==> src/rtl/br_resolve_ctrl_pkg.sv <==
// Shared types and constants for the branch-resolution controller.
// The opcode constants classify what the ID-stage detector flagged.
package br_resolve_ctrl_pkg;

    localparam int XLEN_DEFAULT = 32;

    localparam logic [6:0] OPC_JAL    = 7'b1101111;
    localparam logic [6:0] OPC_JALR   = 7'b1100111;
    localparam logic [6:0] OPC_BRANCH = 7'b1100011;
    localparam logic [6:0] OPC_AUIPC  = 7'b0010111;

    typedef enum logic [1:0] {
        ST_IDLE    = 2'd0,
        ST_RESOLVE = 2'd1,
        ST_FLUSH   = 2'd2
    } state_e;

    typedef enum logic {
        KIND_CTRL  = 1'b0,
        KIND_AUIPC = 1'b1
    } kind_e;

    // AUIPC never redirects, so it resolves like a not-taken branch.
    // Any other opcode reaching here was already qualified by the detector.
    function automatic kind_e classify(input logic [6:0] opcode);
        kind_e kind;
        case (opcode)
            OPC_JAL, OPC_JALR, OPC_BRANCH: kind = KIND_CTRL;
            OPC_AUIPC:                     kind = KIND_AUIPC;
            default:                       kind = KIND_CTRL;
        endcase
        return kind;
    endfunction

endpackage

==> src/rtl/br_resolve_ctrl_sat_counter16.sv <==
// 16-bit event counter that increments on en_i and sticks at all-ones.
module sat_counter16 (
    input  logic        clk,
    input  logic        rst_n,
    input  logic        en_i,
    output logic [15:0] count_o
);

    logic [15:0] count_q;
    logic [15:0] count_d;

    always_comb begin
        count_d = count_q;
        if (en_i && (count_q != 16'hFFFF)) begin
            count_d = count_q + 16'd1;
        end
    end

    always_ff @(posedge clk or negedge rst_n) begin
        if (!rst_n) begin
            count_q <= '0;
        end else begin
            count_q <= count_d;
        end
    end

    assign count_o = count_q;

endmodule

==> src/rtl/br_resolve_ctrl.sv <==
// Tracks one detected control-transfer instruction from ID until EX resolves it,
// then issues a redirect pulse and a multi-cycle pipeline flush when taken.
module br_resolve_ctrl
    import br_resolve_ctrl_pkg::*;
#(
    parameter int XLEN         = XLEN_DEFAULT,
    parameter int FLUSH_CYCLES = 2
) (
    input  logic            clk,
    input  logic            rst_n,
    input  logic            id_valid,
    input  logic            id_br_detect,
    input  logic [6:0]      id_opcode,
    input  logic [XLEN-1:0] id_pc,
    input  logic            stall_in,
    input  logic            ex_valid,
    input  logic            ex_taken,
    input  logic [XLEN-1:0] ex_target,
    output logic            busy,
    output logic            redirect_valid,
    output logic [XLEN-1:0] redirect_pc,
    output logic            flush,
    output logic [15:0]     br_count,
    output logic [15:0]     redir_count
);

    localparam logic [3:0] FLUSH_LOAD = 4'(FLUSH_CYCLES - 1);

    state_e          state_q, state_d;
    kind_e           kind_q, kind_d;
    logic [XLEN-1:0] pc_q, pc_d;
    logic [XLEN-1:0] redirect_pc_q, redirect_pc_d;
    logic [3:0]      flush_cnt_q, flush_cnt_d;
    logic            busy_q, busy_d;
    logic            redirect_valid_q, redirect_valid_d;
    logic            flush_q, flush_d;
    logic            id_take;
    logic            accept;
    logic            redirect;

    assign id_take = id_valid & id_br_detect & ~stall_in;

    always_comb begin
        state_d          = state_q;
        kind_d           = kind_q;
        pc_d             = pc_q;
        redirect_pc_d    = redirect_pc_q;
        flush_cnt_d      = flush_cnt_q;
        redirect_valid_d = 1'b0;
        flush_d          = 1'b0;
        accept           = 1'b0;
        redirect         = 1'b0;

        case (state_q)
            ST_IDLE: begin
                accept = id_take;
            end
            ST_RESOLVE: begin
                if (ex_valid && !stall_in) begin
                    if (ex_taken && (kind_q == KIND_CTRL)) begin
                        redirect         = 1'b1;
                        redirect_valid_d = 1'b1;
                        redirect_pc_d    = ex_target;
                        flush_d          = 1'b1;
                        flush_cnt_d      = FLUSH_LOAD;
                        state_d          = ST_FLUSH;
                    end else begin
                        state_d = ST_IDLE;
                        accept  = id_take;
                    end
                end
            end
            ST_FLUSH: begin
                // The counter holds the number of flush cycles still to come.
                if (flush_cnt_q == 4'd0) begin
                    state_d = ST_IDLE;
                end else begin
                    flush_cnt_d = flush_cnt_q - 4'd1;
                    flush_d     = 1'b1;
                end
            end
            default: begin
                state_d = ST_IDLE;
            end
        endcase

        if (accept) begin
            state_d = ST_RESOLVE;
            kind_d  = classify(id_opcode);
            pc_d    = id_pc;
        end
    end

    assign busy_d = (state_d != ST_IDLE);

    always_ff @(posedge clk or negedge rst_n) begin
        if (!rst_n) begin
            state_q          <= ST_IDLE;
            kind_q           <= KIND_CTRL;
            pc_q             <= '0;
            redirect_pc_q    <= '0;
            flush_cnt_q      <= '0;
            busy_q           <= 1'b0;
            redirect_valid_q <= 1'b0;
            flush_q          <= 1'b0;
        end else begin
            state_q          <= state_d;
            kind_q           <= kind_d;
            pc_q             <= pc_d;
            redirect_pc_q    <= redirect_pc_d;
            flush_cnt_q      <= flush_cnt_d;
            busy_q           <= busy_d;
            redirect_valid_q <= redirect_valid_d;
            flush_q          <= flush_d;
        end
    end

    sat_counter16 u_br_cnt (
        .clk     (clk),
        .rst_n   (rst_n),
        .en_i    (accept),
        .count_o (br_count)
    );

    sat_counter16 u_redir_cnt (
        .clk     (clk),
        .rst_n   (rst_n),
        .en_i    (redirect),
        .count_o (redir_count)
    );

    assign busy           = busy_q;
    assign redirect_valid = redirect_valid_q;
    assign redirect_pc    = redirect_pc_q;
    assign flush          = flush_q;

endmodule

==> config.mk <==
export PLATFORM = sky130hd
export DESIGN_NAME = br_resolve_ctrl
export DESIGN_NICKNAME = d
export VERILOG_FILES = /design/src/rtl/br_resolve_ctrl_pkg.sv /design/src/rtl/br_resolve_ctrl_sat_counter16.sv /design/src/rtl/br_resolve_ctrl.sv
export SDC_FILE = /design/constraint.sdc
export NUM_CORES = 1
export LEC_CHECK = 0
export ABC_AREA = 1
export ABC_CLOCK_PERIOD_IN_PS = 2500
export CAP_MARGIN = 30
export CORE_MARGIN = 2
export CORE_UTILIZATION = 30
export DETAILED_ROUTE_END_ITERATION = 12
export GPL_TIMING_DRIVEN = 0
export SETUP_SLACK_MARGIN = 0.1
export SYNTH_ARGS = -nofsm -noshare
export SYNTH_HDL_FRONTEND = slang
export SYNTH_SLANG_ARGS = --single-unit
==> constraint.sdc <==
create_clock -name clk -period 2.5 [get_ports clk]
set_input_delay 0.625 -clock clk [delete_from_list [all_inputs] [get_ports clk]]
set_output_delay 0.625 -clock clk [all_outputs]
set_load 0.02 [all_outputs]
==> results.cfg, run 1 <==
[status]
status = complete, no violations

[synthesis]
syn_area_um2 = 3830
synth_area_per_cell_um2 = 7.58
seq_area_frac_synth_pct = 48.4
yosysUniqueCellTypes = 27
yosysWarnings = 0
syn_inst = 505
synth-xor-area-share_pct = 3.66
synth_top_family_by_area = simple AND/OR/NAND/NOR gates
synthMuxAreaShare_pct = 0
synthSimpleGateAreaFrac_pct = 37.1
ys_seq_elements = 74
synth_fa_ha_area_share_pct = 2.29
syn-num-nets = 590
synth-compound-area-share_pct = 3.33

[final_layout]
layout-drive-gt1-share_pct = 6.94
antennaDiodeCount = 0
final_nets = 714
fill_cells = 1290
final_cells = 806
layout_commonest_cell = nand2_1
post-route-util_pct = 43.9
area_growth_pct = 43.5
mostFrequentLayoutCells = nand2_1, clkdlybuf4s50_1, dfrtp_1

[timing]
finalSetupViolCount = 0
final_max_slew_viol_count = 0
final.setup.tns_ns = 0
max_slew_margin_pct = 68.3
fin_crit_ns = 2.12
rsz0062_at_grt = false
fin_skew_ns = 0.00972
holdWs_ns = 0.233
max_freq_mhz = 473
finalCritPeriodShare_pct = 84.6
tightest_slew_ns = 0.476
hold_viol_final = 0

[placed_design]
gp_congestion = 0.860
io_buffer_count = 112
post-dp-hpwl_um = 7260
placedCellCount = 790

[cts]
cts_tree = yes
hold_buffers = 0
path_clk_slew_ns = 0.06
ctsLongestPathBuffers = 2
cts_made_buffers = 9
clkSinkCount = 74
cts_setup_buffers = 0
cts_root_buf = clkbuf_16
cts-htree-levels = 3
clk_latency_ns = 0.33
post_cts_resized = 0

[worst_setup_path]
endpoint_kind = primary output
r2r_cells = 8
required_ns = 1.88
crit_fanout = 7
crit_buf_inv = 1
crit_chain = clkdlybuf4s50_1
arrival_ns = 1.49
critPathMaxStageDelay_ns = 0.66
crit_family = buffers and inverters
critPathSlowestCell = clkdlybuf4s50_1
cp-start-kind = flop
ff2ff_setup_slack_ns = 0.76
reg2reg_to = u_redir_cnt.count_o[10]
critical_path_class = flop to primary output
rr_startpoint = state_q[1]

[power]
ir_worst_vdd_uv = 328
p_leak_nw = 2.55
power_mw = 5.15
power_density_nw_per_um2 = 937

[routing]
drc = 0
wl_met1_um = 4450
dr_wl_met2_um = 4590
highest_layer = met4
wirelength_um = 9550
routedWlPerCell_um = 11.8
via_count = 3475
detail_route.iter0.violations = 151
ant_nets = 0
wl_met3_um = 358
dr.pass1.iters = 5
routed_via_density = 4.31

[floorplanning]
die_h_um = 117
initial_core_util_pct = 30.6
pin_count = 145
core_um2 = 12500
dieArea_um2 = 13700
rows = 41
die_x_um = 117

[global_routing]
globalRouteTotalUtil_pct = 14.3
grt_pass1_wl_um = 15600
grt_overflow = 0
antenna_found_initial = 0
first_global_vias = 3309
grt_max_degree = 44

[flow_run]
drv_cap = 0

[min_path]
hp-class = primary input to async pin
==> through the flow <==
step | setup WS, ns | cell area (µm²)
global placement | -1.84 | 5160
global route | 0.334 | 5490
floorplan | 0.880 | 3830
CTS | 0.372 | 5490
finish | 0.384 | 5490
detailed placement | 0.242 | 5190
==> worst max-delay path by stage <==
| stage | from | to | slack [ns] | cells past startpoint |
|---|---|---|---|---|
| after floorplan | u_br_cnt.count_o[0] | u_br_cnt.count_o[2] | 0.88 | 9 |
| after CTS | u_br_cnt.count_o[2] | br_count[2] | 0.37 | 1 |
| after detailed placement | ex_valid | u_redir_cnt.count_o[9] | 0.24 | 9 |
| final | u_br_cnt.count_o[2] | br_count[2] | 0.38 | 1 |
| after global routing | u_br_cnt.count_o[2] | br_count[2] | 0.33 | 1 |
| after global placement | rst_n | redirect_pc[17] | -1.84 | 1 |
==> flip-flops by register name, summed over array words and instances (netlist names) <==
signal               cells
u_redir_cnt.count_o     16
kind_q                   1
flush_cnt_q              4
busy                     1
flush                    1
redirect_valid           1
u_br_cnt.count_o        16
state_q                  2
redirect_pc             32
==> power breakdown <==
group | total (mW) | internal (mW) | switching, mW | leakage (nW)
Clock | 1.31 | 0.806 | 0.501 | 0.147
Combinational | 1.97 | 0.928 | 1.04 | 1.42
Sequential | 1.87 | 1.58 | 0.287 | 0.980
==> area by class of cell <==
type / instances / area (µm²) / area share, %
sequential: 74 / 1850 / 33.7
multi-input combinational: 386 / 1770 / 32.3
timing repair buffer: 113 / 1150 / 20.9
clock buffer: 11 / 243 / 4.42
tap: 172 / 215 / 3.92
inverter: 35 / 131 / 2.39
buffer: 10 / 71.3 / 1.30
clock inverter: 5 / 60.1 / 1.09
==> logic make-up (layout without fill, tap and decap cells) <==
group	after synthesis	in the layout
buffers and inverters	45	174
XOR/XNOR	16	16
adder cells (fa/ha/maj)	7	7
flip-flops	74	74
AO/OA/AOI/OAI	19	19
AND/OR/NAND/NOR	344	344
==> synthesized netlist by cell type <==
master,n,share of area [%]
nor3_1,1,0.13
nand3_2,3,0.78
dfrtp_1,74,48
inv_1,32,3.1
o21ai_0,14,1.8
or2_2,1,0.16
ha_1,7,2.3
nand2_2,4,0.65
nand4_1,10,1.6
buf_2,3,0.39
clkinv_1,1,0.098
nand2_1,263,26
nor2_1,39,3.8
buf_6,4,1.2
nand3b_1,2,0.39
xor2_1,6,1.4
xnor2_1,10,2.3
inv_2,2,0.20
a21boi_0,2,0.39
o211ai_1,1,0.20
nor2_2,4,0.65
nor2_4,3,0.88
nand3_4,1,0.46
clkbuf_1,3,0.29
nand3_1,13,1.7
o21ai_4,1,0.42
a21boi_4,1,0.49
==> routing by layer <==
metal  global-route usage, %  vias to the layer above
met5                       0                        -
met4                    5.65                        0
met3                    2.68                       13
met2                    23.4                       75
met1                    18.9                     1584
li1                        -                     1803
(Power assumes the default switching activity.)
==> run 2, diff against run 1 <==
--- a/config.mk
+++ b/config.mk
@@ -6,7 +6,7 @@
 export NUM_CORES = 1
 export LEC_CHECK = 0
 export ABC_AREA = 1
-export ABC_CLOCK_PERIOD_IN_PS = 2500
+export ABC_CLOCK_PERIOD_IN_PS = 2000
 export CAP_MARGIN = 30
 export CORE_MARGIN = 2
 export CORE_UTILIZATION = 30
==> constraint.sdc (replaced) <==
create_clock -name clk -period 2 [get_ports clk]
set_input_delay 0.5 -clock clk [delete_from_list [all_inputs] [get_ports clk]]
set_output_delay 0.5 -clock clk [all_outputs]
set_load 0.02 [all_outputs]
==> run 2 against run 1 <==
- non-clock buffer count stayed put
- combinational power is 23% higher
- clock power is 24% higher
- total power is 24% higher
- cell count stayed put
- largest power group unchanged
- highest routed layer unchanged
==> results.cfg, run 2 (synthesis results as in run 1) <==
[floorplanning]
die_h_um = 117
core_um2 = 12500
initial_core_util_pct = 30.6
die_x_um = 117
pin_count = 145
rows = 41
dieArea_um2 = 13700

[timing]
holdWs_ns = 0.108
hold_viol_final = 0
max_slew_margin_pct = 68.0
finalCritPeriodShare_pct = 92.9
final_max_slew_viol_count = 0
finalSetupViolCount = 0
max_freq_mhz = 538
rsz0062_at_grt = false
fin_skew_ns = 0.00972
tightest_slew_ns = 0.480
fin_crit_ns = 1.86

[worst_setup_path]
crit_buf_inv = 1
critPathSlowestCell = clkdlybuf4s50_1
crit_fanout = 5
endpoint_kind = primary output
crit_chain = clkdlybuf4s50_1
critPathMaxStageDelay_ns = 0.63
arrival_ns = 1.36
cp-start-kind = flop
required_ns = 1.50
crit_family = buffers and inverters
critical_path_class = flop to primary output

[flow_run]
drv_cap = 0

[placed_design]
post-dp-hpwl_um = 7260
io_buffer_count = 112
dpl_cell_area_um2 = 5190
gp_congestion = 0.860

[power]
ir_worst_vdd_uv = 409
power_density_nw_per_um2 = 1160
p_leak_nw = 2.78

[final_layout]
layout-drive-gt1-share_pct = 6.94
mostFrequentLayoutCells = nand2_1, clkdlybuf4s50_1, dfrtp_1
final_nets = 714
antennaDiodeCount = 0
largest_register_ffs = 32
layout_commonest_cell = nand2_1
final_cell_area_um2 = 5490
area_growth_pct = 43.3

[routing]
drc = 0
wirelength_um = 9550
wl_met1_um = 4450
dr.pass1.iters = 4
via_count = 3472
ant_nets = 0
dr_wl_met2_um = 4580
wl_met3_um = 374
highest_layer = met4
routed_via_density = 4.31
detail_route.iter0.violations = 146
routedWlPerCell_um = 11.8

[cts]
cts_root_buf = clkbuf_16
cts_tree = yes
clk_latency_ns = 0.33
path_clk_slew_ns = 0.06
cts_made_buffers = 9
clkSinkCount = 74
cts_setup_buffers = 0
ctsLongestPathBuffers = 2
cts-htree-levels = 3

[global_routing]
grt_pass1_wl_um = 15600
globalRouteTotalUtil_pct = 14.3
first_global_vias = 3309
antenna_found_initial = 0
grt_overflow = 0
grt_max_degree = 44

[status]
status = complete, no violations

[min_path]
hp-class = primary input to async pin
==> run 2: cell types whose count changed in the layout (fill, tap and decap cells not counted), sizes merged <==
cell	change
clkdlybuf4s50	-31
dlymetal6s2s	+8
dlygate4sd2	+23
==> run 2: per-layer routing <==
layer  GRT usage (%)  vias up
li1                -     1803
met1            18.9     1583
met2            23.4       73
met3            2.68       13
met4            5.65        0
met5               0        -
==> run 2: path summary, 6_finish.rpt <==
path / from / slack (ns) / cells after the start / to
max: u_redir_cnt.count_o[15] / 0.14 / 1 / redir_count[15]
min: rst_n / 0.11 / 1 / u_redir_cnt.count_o[4]
max reg2reg: state_q[1] / 0.27 / 8 / u_br_cnt.count_o[14]
min reg2reg: redirect_pc[22] / 0.48 / 2 / redirect_pc[22]
max in group asynchronous: rst_n / 1.33 / 2 / u_br_cnt.count_o[13]
min in group clk: redirect_pc[22] / 0.48 / 2 / redirect_pc[22]
==> run 2: worst register-to-register path: cells and delay by family, from the launching register on <==
kind                     cells  cell delay [ns]
adder cells (fa/ha/maj)      1             0.29
flip-flops                   1             0.42
buffers and inverters        2             0.27
AO/OA/AOI/OAI                1             0.22
AND/OR/NAND/NOR              4             0.41
==> run 2: power by group <==
part | internal [mW] | switching, mW | leakage, nW
Sequential | 1.98 | 0.356 | 0.980
Combinational | 1.12 | 1.30 | 1.65
Clock | 1.01 | 0.626 | 0.147
==> run 2: per-stage QoR <==
stage	setup TNS [ns]	power, mW	std cells	setup slack (ns)	utilization (%)
6_report	0	6.39	806	0.142	43.8
5_1_grt	0	6.81	806	0.102	43.8
4_1_cts	0	6.48	806	0.102	43.7
3_5_place_dp	-4.51	4.85	790	-0.133	41.5
3_3_place_gp	-166.74	4.79	789	-2.21	41.3
2_1_floorplan	0	3.61	505	0.380	-
==> run 2: cell type report <==
cell class,count,area (µm²)
Fill cell,1295,7030
Sequential cell,74,1850
Multi-Input combinational cell,386,1770
Timing Repair Buffer,113,1140
Clock buffer,11,243
Tap cell,172,215
Inverter,35,134
Buffer,10,71.3
Clock inverter,5,60.1
==> run 2: timing repair <==
item                                    4_1_cts  5_1_grt
endpoints found under the setup margin       23       18
hold buffers                                  0        0
gates resized for setup                      23        9
==> run 3, diff against run 2 <==
==> constraint.sdc (replaced) <==
create_clock -name clk -period 2 [get_ports clk]
set_input_delay 0.6 -clock clk [delete_from_list [all_inputs] [get_ports clk]]
set_output_delay 0.6 -clock clk [all_outputs]
set_load 0.02 [all_outputs]
==> run 3 against run 2 <==
- via count rose by 0.66%
- sequential share of layout area down 0.24 points
- cell count increased by 0.87%
- worst setup slack gained 0.0019 ns
==> results.cfg, run 3 (synthesis results as in run 1) <==
[worst_setup_path]
crit_chain = clkdlybuf4s50_1
endpoint_kind = primary output
crit_fanout = 1
rr_startpoint = state_q[1]
crit_family = buffers and inverters
required_ns = 1.40
crit_buf_inv = 1
critPathSlowestCell = clkdlybuf4s50_1
crit_path_start = flush
critPathMaxStageDelay_ns = 0.60
cp-start-kind = flop
critical_path_class = flop to primary output
arrival_ns = 1.26

[timing]
fin_skew_ns = 0.0103
max_slew_margin_pct = 67.8
final.setup.tns_ns = 0
rsz0062_at_grt = false
hold_viol_final = 0
finalSetupViolCount = 0
tightest_slew_ns = 0.483
holdWs_ns = 0.209
final_max_slew_viol_count = 0
finalCritPeriodShare_pct = 92.8
setup_ws_ns = 0.144
max_freq_mhz = 539
fin_crit_ns = 1.86

[final_layout]
final_cells = 813
mostFrequentLayoutCells = nand2_1, dfrtp_1, dlygate4sd2_1
final_cell_area_um2 = 5530
area_growth_pct = 44.3
post-route-util_pct = 44.2
fill_cells = 1300
final_nets = 721
antennaDiodeCount = 0
layout_commonest_cell = nand2_1
layout-drive-gt1-share_pct = 7.96
largest_register_ffs = 32

[power]
ir_worst_vdd_uv = 401
power_mw = 6.21
power_density_nw_per_um2 = 1120
p_leak_nw = 2.96

[cts]
cts-htree-levels = 3
clkSinkCount = 74
cts_root_buf = clkbuf_16
path_clk_slew_ns = 0.06
cts_tree = yes
ctsLongestPathBuffers = 2
clk_latency_ns = 0.33
cts_made_buffers = 9
hold_buffers = 0

[floorplanning]
rows = 41
initial_core_util_pct = 30.6
dieArea_um2 = 13700
pin_count = 145
core_um2 = 12500
die_h_um = 117
die_x_um = 117

[routing]
wirelength_um = 9610
ant_nets = 0
routed_via_density = 4.30
dr.pass1.iters = 4
via_count = 3495
routedWlPerCell_um = 11.8
detail_route.iter0.violations = 167
drc = 0

[global_routing]
globalRouteTotalUtil_pct = 14.3
grt_overflow = 0
grt_pass1_wl_um = 15600
first_global_vias = 3297
antenna_found_initial = 0
grt_max_degree = 44

[placed_design]
dpl_cell_area_um2 = 5190
gp_congestion = 0.860
dp_slack_ns = -0.233
io_buffer_count = 112
placedCellCount = 790
post-dp-hpwl_um = 7260

[min_path]
hp-class = primary input to async pin

[status]
status = complete, no violations

[flow_run]
drv_cap = 0
[run 3: worst reg2reg max path, stage by stage (launching register included)]
cell,delay [ns]
dfrtp_1,0.42
inv_1,0.09
ha_1,0.29
nand3_2,0.14
a21boi_4,0.26
nand2_4,0.11
buf_6,0.15
nand2_1,0.06
nand2_1,0.05
[run 3: metal layers]
layer  vias to the layer above  global-route usage [%]  routed length (µm)
met5                         -                       0                   0
met1                      1601                    19.0                4490
met3                        13                    2.68                 334
met4                         0                    5.65                 154
met2                        69                    23.3                4630
li1                       1812                       -                   -
[run 3: path summary, 6_finish.rpt]
kind                                                to  slack (ns)  depth (start not counted)
worst min register to register         redirect_pc[21]        0.48                          2
worst max-delay path                             flush        0.14                          1
worst min-delay path            u_redir_cnt.count_o[4]        0.21                          1
max in group asynchronous         u_br_cnt.count_o[13]        1.23                          2
min in group clk                       redirect_pc[21]        0.48                          2
worst max register to register    u_br_cnt.count_o[14]        0.32                          8
[run 3: timing repair]
action	CTS	global route
setup buffers	0	7
gates resized for setup	51	17
endpoints found under the setup margin	51	66
pin swaps	0	4
[run 3: where the power goes]
| group | internal [mW] | leakage, nW | switching (mW) | total [mW] |
|---|---|---|---|---|
| clock | 1.01 | 0.147 | 0.626 | 1.63 |
| combinational | 0.949 | 1.84 | 1.31 | 2.26 |
| sequential | 1.97 | 0.980 | 0.343 | 2.32 |
[run 3: layout make-up]
| type | count | area [µm²] | area share (%) |
|---|---|---|---|
| timing repair buffer | 120 | 1170 | 21.2 |
| multi-input combinational | 386 | 1780 | 32.2 |
| clock buffer | 11 | 243 | 4.39 |
| inverter | 35 | 136 | 2.47 |
| tap | 172 | 215 | 3.89 |
| sequential | 74 | 1850 | 33.5 |
| buffer | 10 | 71.3 | 1.29 |
| clock inverter | 5 | 60.1 | 1.09 |
